## src/rtl/coin_acceptor_pkg.sv

```systemverilog
// Shared types and constants for the coin acceptor: debouncer state
// encoding and the denomination codes carried through the coin FIFO.
package coin_acceptor_pkg;

  typedef enum logic [1:0] {
    ST_IDLE    = 2'd0,
    ST_CONFIRM = 2'd1,
    ST_HELD    = 2'd2,
    ST_RELEASE = 2'd3
  } deb_state_t;

  localparam logic COIN_5  = 1'b0;
  localparam logic COIN_10 = 1'b1;

  // Debounce counter is sized for the largest legal DEBOUNCE_CYCLES (15).
  localparam int DEB_CNT_W = 4;

endpackage

```

## src/rtl/coin_acceptor_fifo.sv

```systemverilog
// coin_fifo: small circular queue of confirmed coins. Pointers wrap
// naturally because DEPTH is a power of two. Push is ignored when full and
// pop when empty, so the count never leaves 0..DEPTH.
module coin_fifo #(
  parameter int DEPTH = 4,
  parameter int W     = 1
) (
  input  logic                   clk,
  input  logic                   reset_n,
  input  logic                   i_push,
  input  logic [W-1:0]           i_data,
  input  logic                   i_pop,
  output logic [W-1:0]           o_data,
  output logic [$clog2(DEPTH):0] o_count,
  output logic                   o_full,
  output logic                   o_empty
);
  localparam int AW = $clog2(DEPTH);
  localparam int CW = AW + 1;

  logic [DEPTH-1:0][W-1:0] r_mem;
  logic [AW-1:0]           r_wr;
  logic [AW-1:0]           r_rd;
  logic [CW-1:0]           r_count;
  logic                    w_push;
  logic                    w_pop;

  assign o_full  = (r_count == CW'(DEPTH));
  assign o_empty = (r_count == '0);
  assign w_push  = i_push && !o_full;
  assign w_pop   = i_pop && !o_empty;
  assign o_data  = r_mem[r_rd];
  assign o_count = r_count;

  // Storage needs no reset: an entry is only read after it was written.
  always_ff @(posedge clk) begin
    if (w_push) r_mem[r_wr] <= i_data;
  end

  // Pointers and occupancy; simultaneous push and pop leave the count as is.
  always_ff @(posedge clk or negedge reset_n) begin
    if (!reset_n) begin
      r_wr    <= '0;
      r_rd    <= '0;
      r_count <= '0;
    end else begin
      if (w_push) r_wr <= r_wr + 1'b1;
      if (w_pop)  r_rd <= r_rd + 1'b1;
      case ({w_push, w_pop})
        2'b10:   r_count <= r_count + 1'b1;
        2'b01:   r_count <= r_count - 1'b1;
        default: r_count <= r_count;
      endcase
    end
  end

endmodule

```

## src/rtl/coin_acceptor.sv

```systemverilog
// coin_acceptor: synchronises and debounces the coin slot sensor, queues
// confirmed coins and issues spaced in5/in10 pulses to the vending stage.
// Optional build macro COIN_ACCEPTOR_STATS_EN adds delivered/returned
// coin counters (total5, total10, total_ret).
module coin_acceptor
  import coin_acceptor_pkg::*;
#(
  parameter int DEBOUNCE_CYCLES = 4,
  parameter int FIFO_DEPTH      = 4
) (
  input  logic                         clk,
  input  logic                         reset_n,
  input  logic                         coin_sense,
  input  logic                         coin_type,
  input  logic                         refuse,
  output logic                         in5,
  output logic                         in10,
  output logic                         coin_return,
  output logic [$clog2(FIFO_DEPTH):0]  fifo_count
`ifdef COIN_ACCEPTOR_STATS_EN
  ,
  output logic [15:0]                  total5,
  output logic [15:0]                  total10,
  output logic [15:0]                  total_ret
`endif
);
  localparam logic [DEB_CNT_W-1:0] CNT_LAST = DEB_CNT_W'(DEBOUNCE_CYCLES - 1);

  logic [1:0]           r_sense_sync;
  logic [1:0]           r_type_sync;
  deb_state_t           r_state;
  deb_state_t           w_state_nxt;
  logic [DEB_CNT_W-1:0] r_cnt;
  logic [DEB_CNT_W-1:0] w_cnt_nxt;
  logic                 w_sense;
  logic                 w_evt;
  logic                 r_evt;
  logic                 r_evt_type;
  logic                 r_in5;
  logic                 r_in10;
  logic                 r_ret;
  logic                 w_full;
  logic                 w_empty;
  logic                 w_head;
  logic                 w_push;
  logic                 w_pop;

  assign w_sense = r_sense_sync[1];

  // Two-flop synchronisers on both raw sensor inputs.
  always_ff @(posedge clk or negedge reset_n) begin
    if (!reset_n) begin
      r_sense_sync <= '0;
      r_type_sync  <= '0;
    end else begin
      r_sense_sync <= {r_sense_sync[0], coin_sense};
      r_type_sync  <= {r_type_sync[0], coin_type};
    end
  end

  // Debouncer state and run-length counter.
  always_ff @(posedge clk or negedge reset_n) begin
    if (!reset_n) begin
      r_state <= ST_IDLE;
      r_cnt   <= '0;
    end else begin
      r_state <= w_state_nxt;
      r_cnt   <= w_cnt_nxt;
    end
  end

  // Debouncer next state; the coin event fires only on CONFIRM->HELD.
  always_comb begin
    w_state_nxt = r_state;
    w_cnt_nxt   = '0;
    w_evt       = 1'b0;
    unique case (r_state)
      ST_IDLE: begin
        if (w_sense) w_state_nxt = ST_CONFIRM;
      end
      ST_CONFIRM: begin
        if (!w_sense) begin
          w_state_nxt = ST_IDLE;
        end else if (r_cnt == CNT_LAST) begin
          w_state_nxt = ST_HELD;
          w_evt       = 1'b1;
        end else begin
          w_cnt_nxt = r_cnt + 1'b1;
        end
      end
      ST_HELD: begin
        if (!w_sense) w_state_nxt = ST_RELEASE;
      end
      ST_RELEASE: begin
        if (w_sense) begin
          w_state_nxt = ST_HELD;
        end else if (r_cnt == CNT_LAST) begin
          w_state_nxt = ST_IDLE;
        end else begin
          w_cnt_nxt = r_cnt + 1'b1;
        end
      end
      default: w_state_nxt = ST_IDLE;
    endcase
  end

  // Register the coin event with the denomination seen in the confirm cycle.
  always_ff @(posedge clk or negedge reset_n) begin
    if (!reset_n) begin
      r_evt      <= 1'b0;
      r_evt_type <= COIN_5;
    end else begin
      r_evt <= w_evt;
      if (w_evt) r_evt_type <= r_type_sync[1];
    end
  end

  // Full is judged on the start-of-cycle count, so a same-cycle pop never
  // rescues an overflowing coin. A pulse in flight blocks the next pop,
  // guaranteeing at least one idle cycle between pulses.
  assign w_push = r_evt && !w_full;
  assign w_pop  = !w_empty && !refuse && !r_in5 && !r_in10;

  coin_fifo #(
    .DEPTH (FIFO_DEPTH),
    .W     (1)
  ) u_fifo (
    .clk     (clk),
    .reset_n (reset_n),
    .i_push  (w_push),
    .i_data  (r_evt_type),
    .i_pop   (w_pop),
    .o_data  (w_head),
    .o_count (fifo_count),
    .o_full  (w_full),
    .o_empty (w_empty)
  );

  // Output pulses: delivery by denomination, or eject on overflow.
  always_ff @(posedge clk or negedge reset_n) begin
    if (!reset_n) begin
      r_in5  <= 1'b0;
      r_in10 <= 1'b0;
      r_ret  <= 1'b0;
    end else begin
      r_in5  <= w_pop && (w_head == COIN_5);
      r_in10 <= w_pop && (w_head == COIN_10);
      r_ret  <= r_evt && w_full;
    end
  end

  assign in5         = r_in5;
  assign in10        = r_in10;
  assign coin_return = r_ret;

`ifdef COIN_ACCEPTOR_STATS_EN
  // Free-running wrap-around counts of each output pulse.
  always_ff @(posedge clk or negedge reset_n) begin
    if (!reset_n) begin
      total5    <= '0;
      total10   <= '0;
      total_ret <= '0;
    end else begin
      total5    <= total5 + 16'(r_in5);
      total10   <= total10 + 16'(r_in10);
      total_ret <= total_ret + 16'(r_ret);
    end
  end
`endif

endmodule

```

## config.mk

```make
export PLATFORM = sky130hd
export DESIGN_NAME = coin_acceptor
export DESIGN_NICKNAME = d
export VERILOG_FILES = /design/src/rtl/coin_acceptor_pkg.sv /design/src/rtl/coin_acceptor_fifo.sv /design/src/rtl/coin_acceptor.sv
export SDC_FILE = /design/constraint.sdc
export NUM_CORES = 1
export LEC_CHECK = 0
export BUFFER_PORTS_ARGS = -buffer_cell sky130_fd_sc_hd__buf_2
export CAP_MARGIN = 5
export CORE_MARGIN = 2
export CORE_UTILIZATION = 35
export CTS_BUF_LIST = sky130_fd_sc_hd__clkbuf_4 sky130_fd_sc_hd__clkbuf_8 sky130_fd_sc_hd__clkbuf_16
export DETAILED_ROUTE_END_ITERATION = 6
export HOLD_SLACK_MARGIN = 0.08
export PLACE_DENSITY = 0.62
export SLEW_MARGIN = 20
export SYNTH_ARGS = -nofsm -noshare
export SYNTH_HDL_FRONTEND = slang
export SYNTH_SLANG_ARGS = --single-unit
```

## constraint.sdc

```tcl
create_clock -name clk -period 1.68 [get_ports clk]
set_input_delay 0.084 -clock clk [delete_from_list [all_inputs] [get_ports clk]]
set_output_delay 0.084 -clock clk [all_outputs]
set_load 0.01 [all_outputs]
```

==> metrics.yaml, run 1 <==
worst_setup_path:
  critical_path_class: "flop to flop"
  crit_arrival_ns: 2.00
  critPathMaxFanout: 2
  end_kind: "flop"
  setup.worst_path.start_class: "flop"
  worstPathRequired_ns: 1.93
global_route:
  grt_pass1_vias: 640
  grt_max_degree: 23
  grtUsageTotal_pct: 10.8
  grt_pass1_wl_um: 2840
  antenna_found_initial: 0
  grt_overflow: 0
sta:
  fin_tns_setup_ns: -0.0731
  worst_pin_slew_ns: 0.488
  fin_crit_ns: 1.75
  clock_skew_ns: 0.00266
  setup_slack_ns: -0.0731
  maxSlewHeadroom_pct: 67.5
  holdWs_ns: 0.112
  setup_violations: 1
  max_freq_mhz: 570
  fin_crit_sh_pct: 104
  rsz0062_at_grt: "yes"
  slew_viol_final: 0
  hold_viol: 0
detailed_routing:
  wire_per_inst_um: 10.7
  post-route-drc-count: 0
  wl_um: 1580
  drtIter0Drc: 7
  viasPerCell: 4.32
  vias: 640
  first_pass_iters: 4
  ant_nets: 0
die:
  start_util_pct: 36.4
  fp.dieH_um: 60.1
  io_pins: 11
  die_width_um: 60.1
  core_um2: 3030
  dieArea_um2: 3610
  std_cell_rows: 20
job:
  maxCapViolCount: 0
final_layout:
  final_common_cell: "dfrtp_1"
  antenna_cells: 0
  layout_common_cells: "dfrtp_1, buf_2, buf_4"
  drive_above_1_share_pct: 33.7
  nNetsFinal: 117
  finish.utilization_pct: 45.1
  area_delta_synth_final_pct: 24.0
  final_cell_area_um2: 1370
placement:
  port_buffers: 10
  gp_congestion: 0.714
  dpl.hpwl_um: 1160
  placed_area_um2: 1290
  pre_cts_ws_ns: -0.106
clock_tree:
  htree_levels: 1
  cts_tree: "yes"
  numCtsBuffers: 3
  cts_sinks: 26
  path_clk_slew_ns: 0.14
  cts-root-buf: "clkbuf_4"
  cts_buffer_depth: 2
  insertion_delay_ns: 0.31
logic_synthesis:
  synth_warnings: 0
  syn_nets: 93
  syn-mean-instance-area_um2: 13.6
  synth.area.top_cells: "dfrtp_1, edfxtp_1, ha_1"
  synth.yosys.seq_area_share_pct: 60.9
  syn_area_um2: 1100
  synth_top_cell_area_share_pct: 50.0
  synth_cell_type_count: 26
  syn_inst: 81
  synth_top_cell_by_area: "dfrtp_1"
  synth_seq_cells: 26
status:
  status: "complete, but fails checks"
  violations: "negative setup slack"
power:
  seqPwrFrac_pct: 49.0
  peakVddDrop_uv: 320
  power_density_nw_per_um2: 1400
  p_comb_share_pct: 37.0
  p_int_mw: 1.27
  pwr-share-clk_pct: 14.0
  p_leak_nw: 0.619
  swShare_pct: 33.7
  p_switching_mw: 0.644
min_path:
  hp-class: "primary input to flop"
==> metrics by stage <==
stage | instances | power, mW
3_5_place_dp | 140 | 1.58
2_1_floorplan | 81 | 1.35
5_1_grt | 148 | 2.06
4_1_cts | 148 | 1.88
3_3_place_gp | 140 | 1.55
6_report | 148 | 1.91
==> registers in the layout (all words and copies together) (netlist names), 2 cells and up, named ones only <==
register and cells:
u_fifo.r_rd 2, u_fifo.r_mem 4, r_sense_sync 2, u_fifo.o_count 3, r_type_sync 2, u_fifo.r_wr 2, r_cnt 4
==> final timing paths <==
| kind | from | endpoint | slack [ns] | cells past startpoint |
|---|---|---|---|---|
| min in group asynchronous | reset_n | coin_return | 0.24 | 2 |
| worst min-delay path | refuse | u_fifo.r_rd[1] | 0.11 | 4 |
| worst max register to register | in5 | u_fifo.o_count[2] | -0.07 | 9 |
| max in group asynchronous | reset_n | u_fifo.o_count[0] | 1.09 | 2 |
| worst min register to register | r_sense_sync[0] | r_sense_sync[1] | 0.37 | 0 |
| worst max-delay path | in5 | u_fifo.o_count[2] | -0.07 | 9 |
==> worst max-delay path, cell delays in order (launching register included) <==
cell	delay (ns)
dfrtp_1	0.43
nor3_4	0.24
nand2b_4	0.08
inv_4	0.06
ha_4	0.12
inv_2	0.03
fa_2	0.32
xor2_1	0.15
nor2_1	0.11
xor2_1	0.14
==> what timing repair did <==
| item | CTS | global route |
|---|---|---|
| gates resized for setup | 2 | 4 |
| setup endpoints to repair | 2 | 2 |
| setup buffers | 1 | 0 |
| endpoints found under the hold margin | 24 | 0 |
| pin swaps | 4 | 3 |
| hold buffers | 3 | 0 |
==> cells in the mapped netlist (all sizes together) <==
| master | instances |
|---|---|
| dfrtp | 22 |
| inv | 7 |
| ha | 6 |
| nor2 | 6 |
| xnor2 | 5 |
| and2 | 4 |
| edfxtp | 4 |
| xor2 | 4 |
| mux2 | 3 |
| and3 | 2 |
| nand2 | 2 |
| nand2b | 2 |
| nand3b | 2 |
| nor3 | 2 |
| a211oi | 1 |
| a21boi | 1 |
| a21oi | 1 |
| and3b | 1 |
| and4bb | 1 |
| fa | 1 |
| mux4 | 1 |
| nand3 | 1 |
| nor2b | 1 |
| o21ai | 1 |
==> routing by layer <==
layer	global-route usage (%)	wire length, µm	share of wire (%)
met5	0	0	0
met4	4.76	9	0.57
met3	2.60	47	3.0
met2	18.2	790	50
met1	12.9	731	46
==> logic make-up after synthesis <==
logic type / Yosys count / share of synthesized area (%)
adders and majority gates: 7 / 8.64
AOI/OAI and AO/OA: 4 / 2.61
muxes: 4 / 5.45
and+or+nand+nor: 24 / 12.8
xor gates and xnor gates: 9 / 7.16
buffers and inverters: 7 / 2.39
DFF: 26 / 60.9
==> power groups by stage <==
stage	clock [mW]	combinational (mW)	sequential [mW]
3_5_place_dp	0	0.642	0.942
6_report	0.267	0.707	0.938
4_1_cts	0.278	0.683	0.924
2_1_floorplan	0	0.396	0.957
3_3_place_gp	0	0.623	0.932
5_1_grt	0.305	0.789	0.962
==> layout make-up <==
cell class | instances | area (µm²)
fillers | 280 | 1660
flip-flops and latches | 26 | 674
multi-input cells | 48 | 455
repair buffers | 19 | 125
well taps | 44 | 55.1
inverters | 7 | 28.8
clock buffers | 3 | 22.5
clock inverters | 1 | 3.75
Power figures use the tool's default switching activity.
==> run 2: changes to the inputs <==
- ABC_AREA: unset -> 1
- SETUP_SLACK_MARGIN: unset -> 0.5
==> metrics.yaml, run 2 <==
status:
  status: "complete, but fails checks"
  violations: "negative setup slack"
sta:
  clock_skew_ns: 0.0113
  slew_viol_final: 0
  rsz0062_at_grt: "yes"
  holdWs_ns: 0.236
  max_freq_mhz: 585
  worst_pin_slew_ns: 0.495
  fin_crit_sh_pct: 102
  fin_crit_ns: 1.71
  maxSlewHeadroom_pct: 67.0
  setup_violations: 1
  fin_tns_setup_ns: -0.0287
  hold_viol: 0
  setup_slack_ns: -0.0287
worst_setup_path:
  critical_path_class: "flop to flop"
  slowest_stage: "dfrtp_1"
  end_kind: "flop"
  worstPathRequired_ns: 1.92
  slowest_delay_ns: 0.41
  crit_arrival_ns: 1.94
  worst_path_most_repeated_cell: "inv_2"
  cp_cell_sequence: "nor3_2 -> nand2_2 -> inv_2 -> ha_4 -> inv_2 -> fa_2 -> or2_4 -> nand4_1 -> nand2_1"
  path_buf_inv: 2
  setup.worst_path.start_class: "flop"
  critPathMaxFanout: 2
  cp_top_family: "simple AND/OR/NAND/NOR gates"
die:
  fp.dieH_um: 61.7
  core_um2: 3100
  std_cell_rows: 20
  start_util_pct: 37.5
  die_width_um: 61.7
  dieArea_um2: 3800
  io_pins: 11
logic_synthesis:
  synthArstFlopShare_pct: 84.6
  synth_top_cell_area_share_pct: 47.3
  synth_top_cell_by_area: "dfrtp_1"
  synth_cell_type_count: 20
  synth_xor_area_share_pct: 3.66
  synth_seq_cells: 26
  synthSimpleGateAreaFrac_pct: 23.1
  synth_flop_cell: "dfrtp_1"
  synth_compound_area_share_pct: 1.29
  syn-mean-instance-area_um2: 9.86
  synth_top_family_by_area: "simple AND/OR/NAND/NOR gates"
  syn_area_um2: 1160
  synth_warnings: 0
  syn_inst: 118
  synth_common_cells: "nand2_1, dfrtp_1, inv_1, nor2_1, nand3_1"
  synth.area.top_cells: "dfrtp_1, edfxtp_1, nand2_1"
  synth.yosys.seq_area_share_pct: 57.6
  synthMuxAreaShare_pct: 0
  syn_nets: 130
  yosysMostFrequentCell: "nand2_1"
  synth_fa_ha_area_share_pct: 8.17
  synth_edf_count: 4
detailed_routing:
  wl_um: 2140
  viasPerCell: 4.52
  ant_nets: 0
  wire_per_inst_um: 10.6
  first_pass_iters: 4
  drtIter0Drc: 16
  post-route-drc-count: 0
  vias: 909
clock_tree:
  cts_tree: "yes"
  insertion_delay_ns: 0.32
  cts-root-buf: "clkbuf_4"
  cts_sinks: 26
  path_clk_slew_ns: 0.15
  htree_levels: 1
  cts_buffer_depth: 2
  numCtsBuffers: 3
global_route:
  grt_pass1_vias: 910
  grt_pass1_wl_um: 3680
  grt_overflow: 0
  grt_max_degree: 23
  antenna_found_initial: 0
  grtUsageTotal_pct: 13.4
power:
  peakVddDrop_uv: 768
  p_leak_nw: 0.796
  p_total_mw: 2.52
  power_density_nw_per_um2: 1550
final_layout:
  multiInputGateArea_um2: 518
  nNetsFinal: 170
  layout_common_cells: "nand2_1, dfrtp_1, buf_4"
  antenna_cells: 0
  final-seq-area_um2: 671
  area_delta_synth_final_pct: 39.7
  finish.utilization_pct: 52.4
  drive_above_1_share_pct: 40.8
  final_common_cell: "nand2_1"
  fill_cells: 284
placement:
  port_buffers: 10
  gp_congestion: 0.774
  dpl.hpwl_um: 1430
min_path:
  hp-class: "primary input to async pin"
job:
  maxCapViolCount: 0
[run 2: cell types whose count changed in the layout (fill, tap and decap cells not counted), moves of 5 or more]
cell / change
nand2_1: +24
nand3_1: +5
inv_2: +5
inv_1: +8
buf_4: +13
[run 2: cells by family after synthesis]
kind of cell | count (synthesis)
DFF | 26
and+or+nand+nor | 59
AOI/OAI and AO/OA | 3
adders and majority gates | 7
buffers and inverters | 19
xor gates and xnor gates | 4
[run 2: metal layers]
metal	global-route usage [%]	wire length [µm]
met4	5.47	12
met5	0	0
met2	26.2	1200
met3	1.89	67
met1	14.2	855
[run 2: final cells by class]
cell class / count / share of cell area (%)
Clock buffer: 4 / 2.93
Inverter: 19 / 4.39
Multi-Input combinational cell: 73 / 31.9
Sequential cell: 26 / 41.3
Tap cell: 44 / 3.39
Timing Repair Buffer: 35 / 16.2
[run 2: worst paths after layout]
path                                 start                 to  slack, ns  depth (start not counted)
setup / recovery                       in5  u_fifo.o_count[2]      -0.03                          9
hold / removal                     reset_n     u_fifo.r_rd[1]       0.24                          2
setup reg to reg                       in5  u_fifo.o_count[2]      -0.03                          9
hold reg to reg            r_sense_sync[0]    r_sense_sync[1]       0.37                          0
max in group asynchronous          reset_n     u_fifo.r_wr[1]       1.10                          2
min in group clk                    refuse  u_fifo.o_count[1]       0.36                          7
[run 2: power breakdown]
group | internal [mW] | switching [mW]
combinational | 0.639 | 0.570
clock | 0.182 | 0.185
sequential | 0.789 | 0.158
[run 2: per-stage QoR]
step | setup slack (ns) | area (µm²) | std cells
2_1_floorplan | -0.100 | 1190 | 118
3_5_place_dp | -0.0370 | 1340 | 178
4_1_cts | -0.0207 | 1550 | 199
3_3_place_gp | -0.0149 | 1340 | 178
5_1_grt | -0.155 | 1630 | 201
6_report | -0.0287 | 1630 | 201
[run 2: repair_timing]
| action | in CTS | in global routing |
|---|---|---|
| endpoints found under the hold margin | 24 | 0 |
| setup buffers | 14 | 2 |
| resized for setup | 7 | 14 |
| hold buffers | 3 | 0 |
| pin swaps | 4 | 1 |
| setup endpoints to repair | 7 | 13 |
==> run 3: changes to the inputs <==
- CELL_PAD_IN_SITES_DETAIL_PLACEMENT: unset -> 1
- CELL_PAD_IN_SITES_GLOBAL_PLACEMENT: unset -> 1
- PLACE_DENSITY: 0.62 -> 0.73
==> metrics.yaml, run 3 (synthesis gave the netlist of run 2 again) <==
final_layout:
  layout_common_cells: "nand2_1, dfrtp_1, inv_1"
  final_common_cell: "nand2_1"
  nNetsFinal: 164
  drive_above_1_share_pct: 38.4
  antenna_cells: 0
  final_cell_area_um2: 1580
  area_delta_synth_final_pct: 35.5
worst_setup_path:
  ff2ff_path_depth: 10
  path_buf_inv: 2
  crit_arrival_ns: 2.13
  end_kind: "flop"
  slowest_delay_ns: 0.41
  cp.depth: 10
  worstPathRequired_ns: 1.96
  setup.worst_path.start_class: "flop"
  cp_top_family: "simple AND/OR/NAND/NOR gates"
  slowest_stage: "dfrtp_1"
  cp_cell_sequence: "nor3_2 -> nand2_2 -> inv_2 -> ha_4 -> inv_2 -> fa_2 -> or2_4 -> nand3_2 -> nand2_2 -> nand2_1"
  critPathMaxFanout: 2
  critical_path_class: "flop to flop"
global_route:
  grt_pass1_wl_um: 4220
  grtUsageTotal_pct: 15.6
  grt_pass1_vias: 1004
  grt_overflow: 0
  grt_max_degree: 23
  antenna_found_initial: 0
detailed_routing:
  post-route-drc-count: 0
  viasPerCell: 4.70
  vias: 916
  drtIter0Drc: 11
  ant_nets: 0
  wire_per_inst_um: 13.7
  wl_um: 2670
  first_pass_iters: 4
sta:
  hold_viol: 0
  fin_crit_sh_pct: 110
  setup_slack_ns: -0.162
  maxSlewHeadroom_pct: 68.0
  slew_viol_final: 0
  max_freq_mhz: 543
  setup_violations: 2
  worst_pin_slew_ns: 0.480
  clock_skew_ns: 0.00936
  fin_crit_ns: 1.84
  rsz0062_at_grt: "yes"
clock_tree:
  path_clk_slew_ns: 0.14
  numCtsBuffers: 3
  insertion_delay_ns: 0.33
  cts_sinks: 26
  cts_tree: "yes"
  cts-root-buf: "clkbuf_4"
  htree_levels: 1
  cts_buffer_depth: 2
die:
  die_width_um: 61.7
  core_um2: 3100
  fp.dieH_um: 61.7
  start_util_pct: 37.5
  io_pins: 11
  std_cell_rows: 20
  dieArea_um2: 3800
job:
  maxCapViolCount: 0
status:
  violations: "negative setup slack"
  status: "complete, but fails checks"
placement:
  gp_congestion: 0.729
  dpl.hpwl_um: 1830
  placed_area_um2: 1340
  pre_cts_ws_ns: -0.121
  port_buffers: 10
min_path:
  hold_path_depth: 5
  hp-class: "primary input to flop"
power:
  peakVddDrop_uv: 841
  p_total_mw: 2.57
  p_leak_nw: 0.774
  power_density_nw_per_um2: 1630
-- run 3: timing repair --
action	4_1_cts	5_1_grt
buffers inserted	5	5
pin swaps	5	7
endpoints found under the setup margin	8	14
gates resized for setup	9	10
hold buffers	3	0
endpoints found under the hold margin	24	0
-- run 3: tightest hold or removal path, cell delays in order --
cell and delay, ns:
buf_2 0.08, nor3_2 0.05, buf_4 0.13, nand3_1 0.06
nand2_1 0.06
-- run 3: final cells by class --
class                   instances  area, µm²
fillers                       368       1530
multi-input cells              73        514
repair buffers                 29        218
well taps                      44       55.1
clock buffers                   4       47.5
flip-flops and latches         26        671
inverters                      19       71.3
-- run 3: metal layers --
metal	share of wire [%]	wire (µm)	global-route usage, %	vias up
met5	0	0	0	-
met4	2.2	59	5.47	0
met3	3.3	88	4.83	9
met2	60	1600	32.5	23
met1	35	923	13.5	452
li1	-	-	-	432
-- run 3: metrics by stage --
stage               hold WS, ns  TNS [ns]  utilization, %  std cells
global placement         0.0688   -0.0136            43.3        178
floorplan                -0.212    -0.100               -        118
global route              0.150    -0.296            50.8        195
CTS                       0.147    -0.125            48.1        190
detailed placement       0.0711    -0.121            43.3        178
finish                    0.166    -0.168            50.8        195
-- run 3: worst paths after layout --
check	end	from	slack, ns
setup reg to reg	u_fifo.o_count[2]	in5	-0.16
setup / recovery	u_fifo.o_count[2]	in5	-0.16
max in group asynchronous	r_evt	reset_n	1.12
min in group asynchronous	r_evt_type	reset_n	0.23
hold reg to reg	r_type_sync[1]	r_type_sync[0]	0.37
hold / removal	u_fifo.r_rd[0]	refuse	0.17
-- run 3: power by group --
group	internal, mW	switching (mW)	total, mW
sequential	0.789	0.154	0.944
combinational	0.612	0.643	1.26
clock	0.182	0.188	0.370
total	1.58	0.985	2.57
